<file path="src/rtl/rsa_byte_loader_pkg.sv">
// Shared definitions for the RSA byte loader: state encoding, default key width
// and the byte-counter width helper.
package rsa_byte_loader_pkg;

  localparam int RSA_KEY_W = 256;

  typedef enum logic [2:0] {
    S_LOAD  = 3'd0,
    S_START = 3'd1,
    S_ARM   = 3'd2,
    S_WAIT  = 3'd3,
    S_SEND  = 3'd4
  } state_t;

  // Counter must span all three operands during load.
  function automatic int byteCntWidth(input int nbytes);
    return $clog2(3 * nbytes);
  endfunction

endpackage

</file>
<file path="src/rtl/rsa_byte_loader_shreg.sv">
// KEY_W-wide register that either loads in parallel or shifts left by one byte,
// inserting the new byte at the LSB end.
module rsa_byte_shreg
  import rsa_byte_loader_pkg::*;
#(
  parameter int W = RSA_KEY_W
) (
  input  logic         clk,
  input  logic         rst,
  input  logic         i_load,
  input  logic [W-1:0] i_loadData,
  input  logic         i_shift,
  input  logic [7:0]   i_shiftIn,
  output logic [W-1:0] o_q
);

  logic [W-1:0] r_q;

  // Parallel load wins over shift if both are ever asserted together.
  always_ff @(posedge clk) begin
    if (rst) begin
      r_q <= '0;
    end else if (i_load) begin
      r_q <= i_loadData;
    end else if (i_shift) begin
      r_q <= {r_q[W-9:0], i_shiftIn};
    end
  end

  assign o_q = r_q;

endmodule

</file>
<file path="src/rtl/rsa_byte_loader.sv">
// Byte-serial host front end for the Montgomery exponentiator: loads N, e, M,
// pulses start, waits for completion and streams A1 back out MSB first.
// Optional watchdog enabled by defining RSA_LOADER_TIMEOUT_EN.
module rsa_byte_loader
  import rsa_byte_loader_pkg::*;
#(
  parameter int KEY_W       = RSA_KEY_W,
  parameter int TIMEOUT_CYC = 65536
) (
  input  logic             clk,
  input  logic             rst,
  input  logic             in_valid,
  input  logic [7:0]       in_data,
  output logic             in_ready,
  output logic             out_valid,
  output logic [7:0]       out_data,
  input  logic             out_ready,
  output logic             me_start,
  output logic [KEY_W-1:0] me_N,
  output logic [KEY_W-1:0] me_e,
  output logic [KEY_W-1:0] me_M,
  input  logic             me_ready,
  input  logic [KEY_W-1:0] me_A1,
  output logic             busy,
  output logic             err
);

  localparam int NBYTES = KEY_W / 8;
  localparam int CW     = byteCntWidth(NBYTES);

  localparam logic [CW-1:0] LAST_IN  = CW'(3 * NBYTES - 1);
  localparam logic [CW-1:0] LAST_OUT = CW'(NBYTES - 1);
  localparam logic [CW-1:0] E_BASE   = CW'(NBYTES);
  localparam logic [CW-1:0] M_BASE   = CW'(2 * NBYTES);

  if ((KEY_W % 8) != 0 || KEY_W < 16 || TIMEOUT_CYC < 2) begin : g_paramCheck
    $error("rsa_byte_loader: KEY_W must be a multiple of 8 (>=16) and TIMEOUT_CYC >= 2");
  end

  state_t           r_state;
  state_t           w_nextState;
  logic [CW-1:0]    r_byteCnt;
  logic             w_inFire;
  logic             w_outFire;
  logic             w_capture;
  logic             w_shiftN;
  logic             w_shiftE;
  logic             w_shiftM;
  logic             w_timeout;
  logic [KEY_W-1:0] w_result;

`ifdef RSA_LOADER_TIMEOUT_EN
  localparam int TW = $clog2(TIMEOUT_CYC);
  localparam logic [TW-1:0] TO_LAST = TW'(TIMEOUT_CYC - 1);

  logic [TW-1:0] r_toCnt;
  logic          r_err;

  // Counter spans both S_ARM and S_WAIT so a stuck-high or stuck-low ready
  // are both caught within one budget.
  always_ff @(posedge clk) begin
    if (rst) begin
      r_toCnt <= '0;
    end else if (r_state == S_ARM || r_state == S_WAIT) begin
      r_toCnt <= r_toCnt + TW'(1);
    end else begin
      r_toCnt <= '0;
    end
  end

  assign w_timeout = (r_toCnt == TO_LAST) &&
                     ((r_state == S_ARM && me_ready) || (r_state == S_WAIT && !me_ready));

  always_ff @(posedge clk) begin
    if (rst) begin
      r_err <= 1'b0;
    end else if (w_timeout) begin
      r_err <= 1'b1;
    end else if (w_inFire) begin
      r_err <= 1'b0;
    end
  end

  assign err = r_err;
`else
  assign w_timeout = 1'b0;
  assign err       = 1'b0;
`endif

  always_ff @(posedge clk) begin
    if (rst) begin
      r_state <= S_LOAD;
    end else begin
      r_state <= w_nextState;
    end
  end

  // S_ARM exists because the core holds ready high through preprocessing;
  // only a fall then a rise marks a genuine completion.
  always_comb begin
    w_nextState = r_state;
    case (r_state)
      S_LOAD:  if (w_inFire && r_byteCnt == LAST_IN) w_nextState = S_START;
      S_START: w_nextState = S_ARM;
      S_ARM:   if (!me_ready) w_nextState = S_WAIT;
               else if (w_timeout) w_nextState = S_LOAD;
      S_WAIT:  if (me_ready) w_nextState = S_SEND;
               else if (w_timeout) w_nextState = S_LOAD;
      S_SEND:  if (w_outFire && r_byteCnt == LAST_OUT) w_nextState = S_LOAD;
      default: w_nextState = S_LOAD;
    endcase
  end

  always_comb begin
    in_ready  = 1'b0;
    out_valid = 1'b0;
    me_start  = 1'b0;
    busy      = 1'b1;
    w_capture = 1'b0;
    case (r_state)
      S_LOAD: begin
        in_ready = 1'b1;
        busy     = 1'b0;
      end
      S_START: me_start  = 1'b1;
      S_WAIT:  w_capture = me_ready;
      S_SEND:  out_valid = 1'b1;
      default: ;
    endcase
  end

  assign w_inFire  = in_valid && in_ready;
  assign w_outFire = out_valid && out_ready;
  assign w_shiftN  = w_inFire && (r_byteCnt < E_BASE);
  assign w_shiftE  = w_inFire && (r_byteCnt >= E_BASE) && (r_byteCnt < M_BASE);
  assign w_shiftM  = w_inFire && (r_byteCnt >= M_BASE);
  assign out_data  = w_result[KEY_W-1 -: 8];

  // One counter serves both the load and send phases; it is idle otherwise.
  always_ff @(posedge clk) begin
    if (rst) begin
      r_byteCnt <= '0;
    end else begin
      case (r_state)
        S_LOAD:
          if (w_inFire) r_byteCnt <= (r_byteCnt == LAST_IN) ? '0 : r_byteCnt + CW'(1);
        S_WAIT:
          if (w_capture) r_byteCnt <= '0;
        S_SEND:
          if (w_outFire) r_byteCnt <= (r_byteCnt == LAST_OUT) ? '0 : r_byteCnt + CW'(1);
        default: ;
      endcase
      if (w_timeout) r_byteCnt <= '0;
    end
  end

  rsa_byte_shreg #(.W(KEY_W)) u_regN (
    .clk        (clk),
    .rst        (rst),
    .i_load     (1'b0),
    .i_loadData ('0),
    .i_shift    (w_shiftN),
    .i_shiftIn  (in_data),
    .o_q        (me_N)
  );

  rsa_byte_shreg #(.W(KEY_W)) u_regE (
    .clk        (clk),
    .rst        (rst),
    .i_load     (1'b0),
    .i_loadData ('0),
    .i_shift    (w_shiftE),
    .i_shiftIn  (in_data),
    .o_q        (me_e)
  );

  rsa_byte_shreg #(.W(KEY_W)) u_regM (
    .clk        (clk),
    .rst        (rst),
    .i_load     (1'b0),
    .i_loadData ('0),
    .i_shift    (w_shiftM),
    .i_shiftIn  (in_data),
    .o_q        (me_M)
  );

  rsa_byte_shreg #(.W(KEY_W)) u_regResult (
    .clk        (clk),
    .rst        (rst),
    .i_load     (w_capture),
    .i_loadData (me_A1),
    .i_shift    (w_outFire),
    .i_shiftIn  (8'h00),
    .o_q        (w_result)
  );

endmodule
</file>
<file path="config.mk">
export PLATFORM = sky130hd
export DESIGN_NAME = rsa_byte_loader
export DESIGN_NICKNAME = d
export VERILOG_FILES = /design/src/rtl/rsa_byte_loader_pkg.sv /design/src/rtl/rsa_byte_loader_shreg.sv /design/src/rtl/rsa_byte_loader.sv
export SDC_FILE = /design/constraint.sdc
export NUM_CORES = 2
export LEC_CHECK = 0
export ABC_AREA = 1
export BUFFER_PORTS_ARGS = -buffer_cell sky130_fd_sc_hd__buf_2
export CAP_MARGIN = 20
export CORE_MARGIN = 2
export CORE_UTILIZATION = 30
export CTS_BUF_LIST = sky130_fd_sc_hd__clkbuf_4
export DETAILED_ROUTE_END_ITERATION = 16
export PLACE_DENSITY = 0.53
export SYNTH_ARGS = -nofsm -noshare
export SYNTH_HDL_FRONTEND = slang
export SYNTH_HIERARCHICAL = 1
export SYNTH_SLANG_ARGS = --single-unit
</file>
<file path="constraint.sdc">
create_clock -name clk -period 2 [get_ports clk]
set_input_delay 0.1 -clock clk [delete_from_list [all_inputs] [get_ports clk]]
set_output_delay 0.1 -clock clk [all_outputs]
set_load 0.01 [all_outputs]
</file>
==> run summary <==
Clock Sinks: 1034
Final nets: 11264
register area: 22000 um^2
multiplexer share of the synthesized area: 0%
dominant combinational cell family by area after synthesis: simple AND/OR/NAND/NOR gates
I/O pins: 1050
post-synthesis simple-gate area fraction: 44.1%
commonest cells after routing, fill and taps aside: 3127 x nand2_1, 2030 x nand3_1, 1041 x inv_1, 780 x conb_1, 757 x buf_4
H-Tree Depth: 5
cell area after layout: 83000 um^2
Overflow after GRT: 0
fin. max-slew vios: 0
fin cells: 13384
core area: 167000 um^2
most common cell after layout, fill and taps aside: nand2_1
Ys Warns: 6
Int Power: 38.8 mW
Worst R2R Path Depth: 14
end of the critical path: busy
switching share of power: 31.8%
crit path from: r_state[1]$_SDFFE_PP0P_
max cap viols: 0
unrepaired setup endpoints after global routing: yes
Final setup violation count: 114
Final Hold Fails: 0
placed insts: 11506
drt drc: 0
Worst Path Class, Setup: reg2out
status: complete, but fails checks
Arr. time, crit path: 2.22 ns
Post-Syn Area: 50300 um^2
TritonCTS Buffers: 325
syn avg cell area: 6.38 um^2
Clk Latency, worst-skew pair: 1.37 ns
input/output buffers: 1048
die area: 171000 um^2
xor/xnor cell area share of the yosys netlist: 0.0174%
Routed WL: 252000 um
worst setup slack after placement: -0.00709 ns
pin count of the biggest net entering global routing: 259
Post-DP Area: 60100 um^2
crit path capture type: primary output
met3 Usage GRT: 9.52%
Cell Rows: 150
total negative setup slack: -3.68 ns
Clock power frac: 35.6%
GRT Total Usage: 27.3%
Final period util: 116%
global routing usage on met1: 30.8%
CTS tree: done
met2 usage: 42.8%
P_leak: 44.8 nW
Seq pwr share: 40.0%
reg-to-reg critical path startpoint: r_state[1]$_SDFFE_PP0P_
fin crit period: 2.32 ns
first-pass GRT wire length: 358000 um
Seq/Total Area, Yosys: 41.1%
post-synthesis compound-gate area fraction: 0.249%
Synth Instances: 7890
Synth Register Bits: 1034
Area Overhead vs Synth: 64.9%
Comb pwr share: 24.4%
Finished Core Util: 49.7%
die height: 414 um
Final Skew: 0.117 ns
multi-input combinational cell area: 25400 um^2
initial core utilization: 30.2%
Peak supply drop: 0.593 mV
final worst setup slack: -0.324 ns
reg2reg end: u_regE/o_q[84]$_SDFFE_PP0P_
dpl hpwl: 145000 um
Hold Path Class: in2reg
die width: 414 um
power per cell area: 686 nW/um^2
drt wl/cell: 18.8 um
clock root buffer: clkbuf_4
drt first pass iters: 9
antenna violations before repair: 18
CTS clk-pin slew, worst paths: 0.07 ns
fraction of layout cells with a size suffix above 1: 29.1%
worst-margin pin slew: 1.18 ns
slew margin rel.: 21.2%
R2R setup slack: -0.08 ns
vias in the first global route: 58159
Avg Vias per Cell: 4.63
adder-cell share of the synthesized area: 0.0497%
Longest Clk Path Bufs: 4
gr busiest metal: met2
CP Data Required Time: 1.90 ns
Critical Path Fanout Max: 4
Yosys cell types: 26
drt initial violations: 6509
layout filler cell count: 16225
final antenna-violating net count: 0
Fin Hold WS: 0.138 ns
Worst Setup Start Kind: flop
GPL Wtd Cong: 0.900
Net Switching: 18.1 mW
failing checks: setup timing
Max Freq: 430 MHz
Via Count: 62032
total power: 57.0 mW
-- registers in the layout, indices dropped and copies added (netlist names) --
name and cells:
r_byteCnt 7, u_regResult/o_q 256, u_regM/o_q 256, u_regE/o_q 256, u_regN/o_q 256, r_state 3
-- critical path, stage by stage, from the launching register on --
cell and delay [ns]:
dfxtp_2 0.33, inv_2 0.06, nand2_4 0.07, nor2_4 0.10, buf_6 0.15, inv_2 0.05
buf_6 0.11
-- kinds of logic after synthesis --
group                    count (synthesis)
AND/OR/NAND/NOR                       5207
AO/OA/AOI/OAI                           23
flip-flops                            1034
adder cells (fa/ha/maj)                  2
other                                    1
buffers and inverters                 1622
XOR/XNOR                                 1
-- Yosys cell counts --
cell type  instances  share of area [%]
buf_6             32               0.72
buf_2            356                3.5
nand2_2            3              0.037
nand2_1         3132                 23
nor2_2             6              0.075
conb_1             1             0.0075
buf_1             32               0.24
o21ai_0            3              0.030
clkbuf_1          16               0.12
nand2_4            3              0.067
buf_4            130                1.9
ha_1               2              0.050
a21oi_1           17               0.17
o21ai_2            1              0.017
dfxtp_1         1034                 41
nor2_8             4               0.16
o21ai_1            1             0.0099
nand4_1            1              0.012
nor2_1            20               0.15
o21bai_2           1              0.022
inv_4              1              0.012
nand3_1         2036                 20
xnor2_1            1              0.017
inv_1           1045                7.8
nor3_1             2              0.020
inv_2             10              0.075
-- layer usage --
metal,part of all wire (%),vias up
met2,45,2973
met4,7.5,4
li1,-,29996
met1,38,28154
met3,9.0,905
met5,0.019,-
-- power groups by stage --
stage | clock network [mW] | logic (mW) | registers, mW
after floorplan | 0 | 4.76 | 23.3
after global placement | 0 | 8.30 | 23.2
after detailed placement | 0 | 8.37 | 23.2
after CTS | 20.7 | 12.1 | 22.8
after global routing | 21.9 | 14.9 | 22.9
final | 20.3 | 13.9 | 22.8
-- worst min-delay path by stage --
stage,startpoint,endpoint,slack (ns),depth (start not counted)
after floorplan,rst,r_byteCnt[2]$_SDFFE_PP0P_,0.17,1
after global routing,me_A1[50],u_regResult/o_q[50]$_SDFFE_PP0P_,0.06,7
after detailed placement,me_A1[226],u_regResult/o_q[226]$_SDFFE_PP0P_,0.40,5
after global placement,me_A1[231],u_regResult/o_q[231]$_SDFFE_PP0P_,0.40,5
after CTS,me_A1[99],u_regResult/o_q[99]$_SDFFE_PP0P_,0.0003,7
final,me_A1[40],u_regResult/o_q[40]$_SDFFE_PP0P_,0.14,7
-- final cells by class --
class / count / area share [%]
Clock inverter: 33 / 0.188
Multi-Input combinational cell: 6014 / 30.6
Sequential cell: 1034 / 26.5
Tap cell: 2204 / 3.32
Inverter: 1056 / 4.83
Clock buffer: 459 / 4.15
Timing Repair Buffer: 2562 / 30.3
Antenna cell: 22 / 0.0663
-- what timing repair did --
| action | CTS | global route |
|---|---|---|
| hold buffers | 604 | 0 |
| setup buffers | 667 | 31 |
| endpoints found under the setup margin | 993 | 883 |
| pin swaps | 3 | 12 |
| endpoints found under the hold margin | 1034 | 0 |
| resized for setup | 2140 | 89 |
| cloned | 1 | 61 |
No activity file was read; power rests on OpenSTA's default activity.
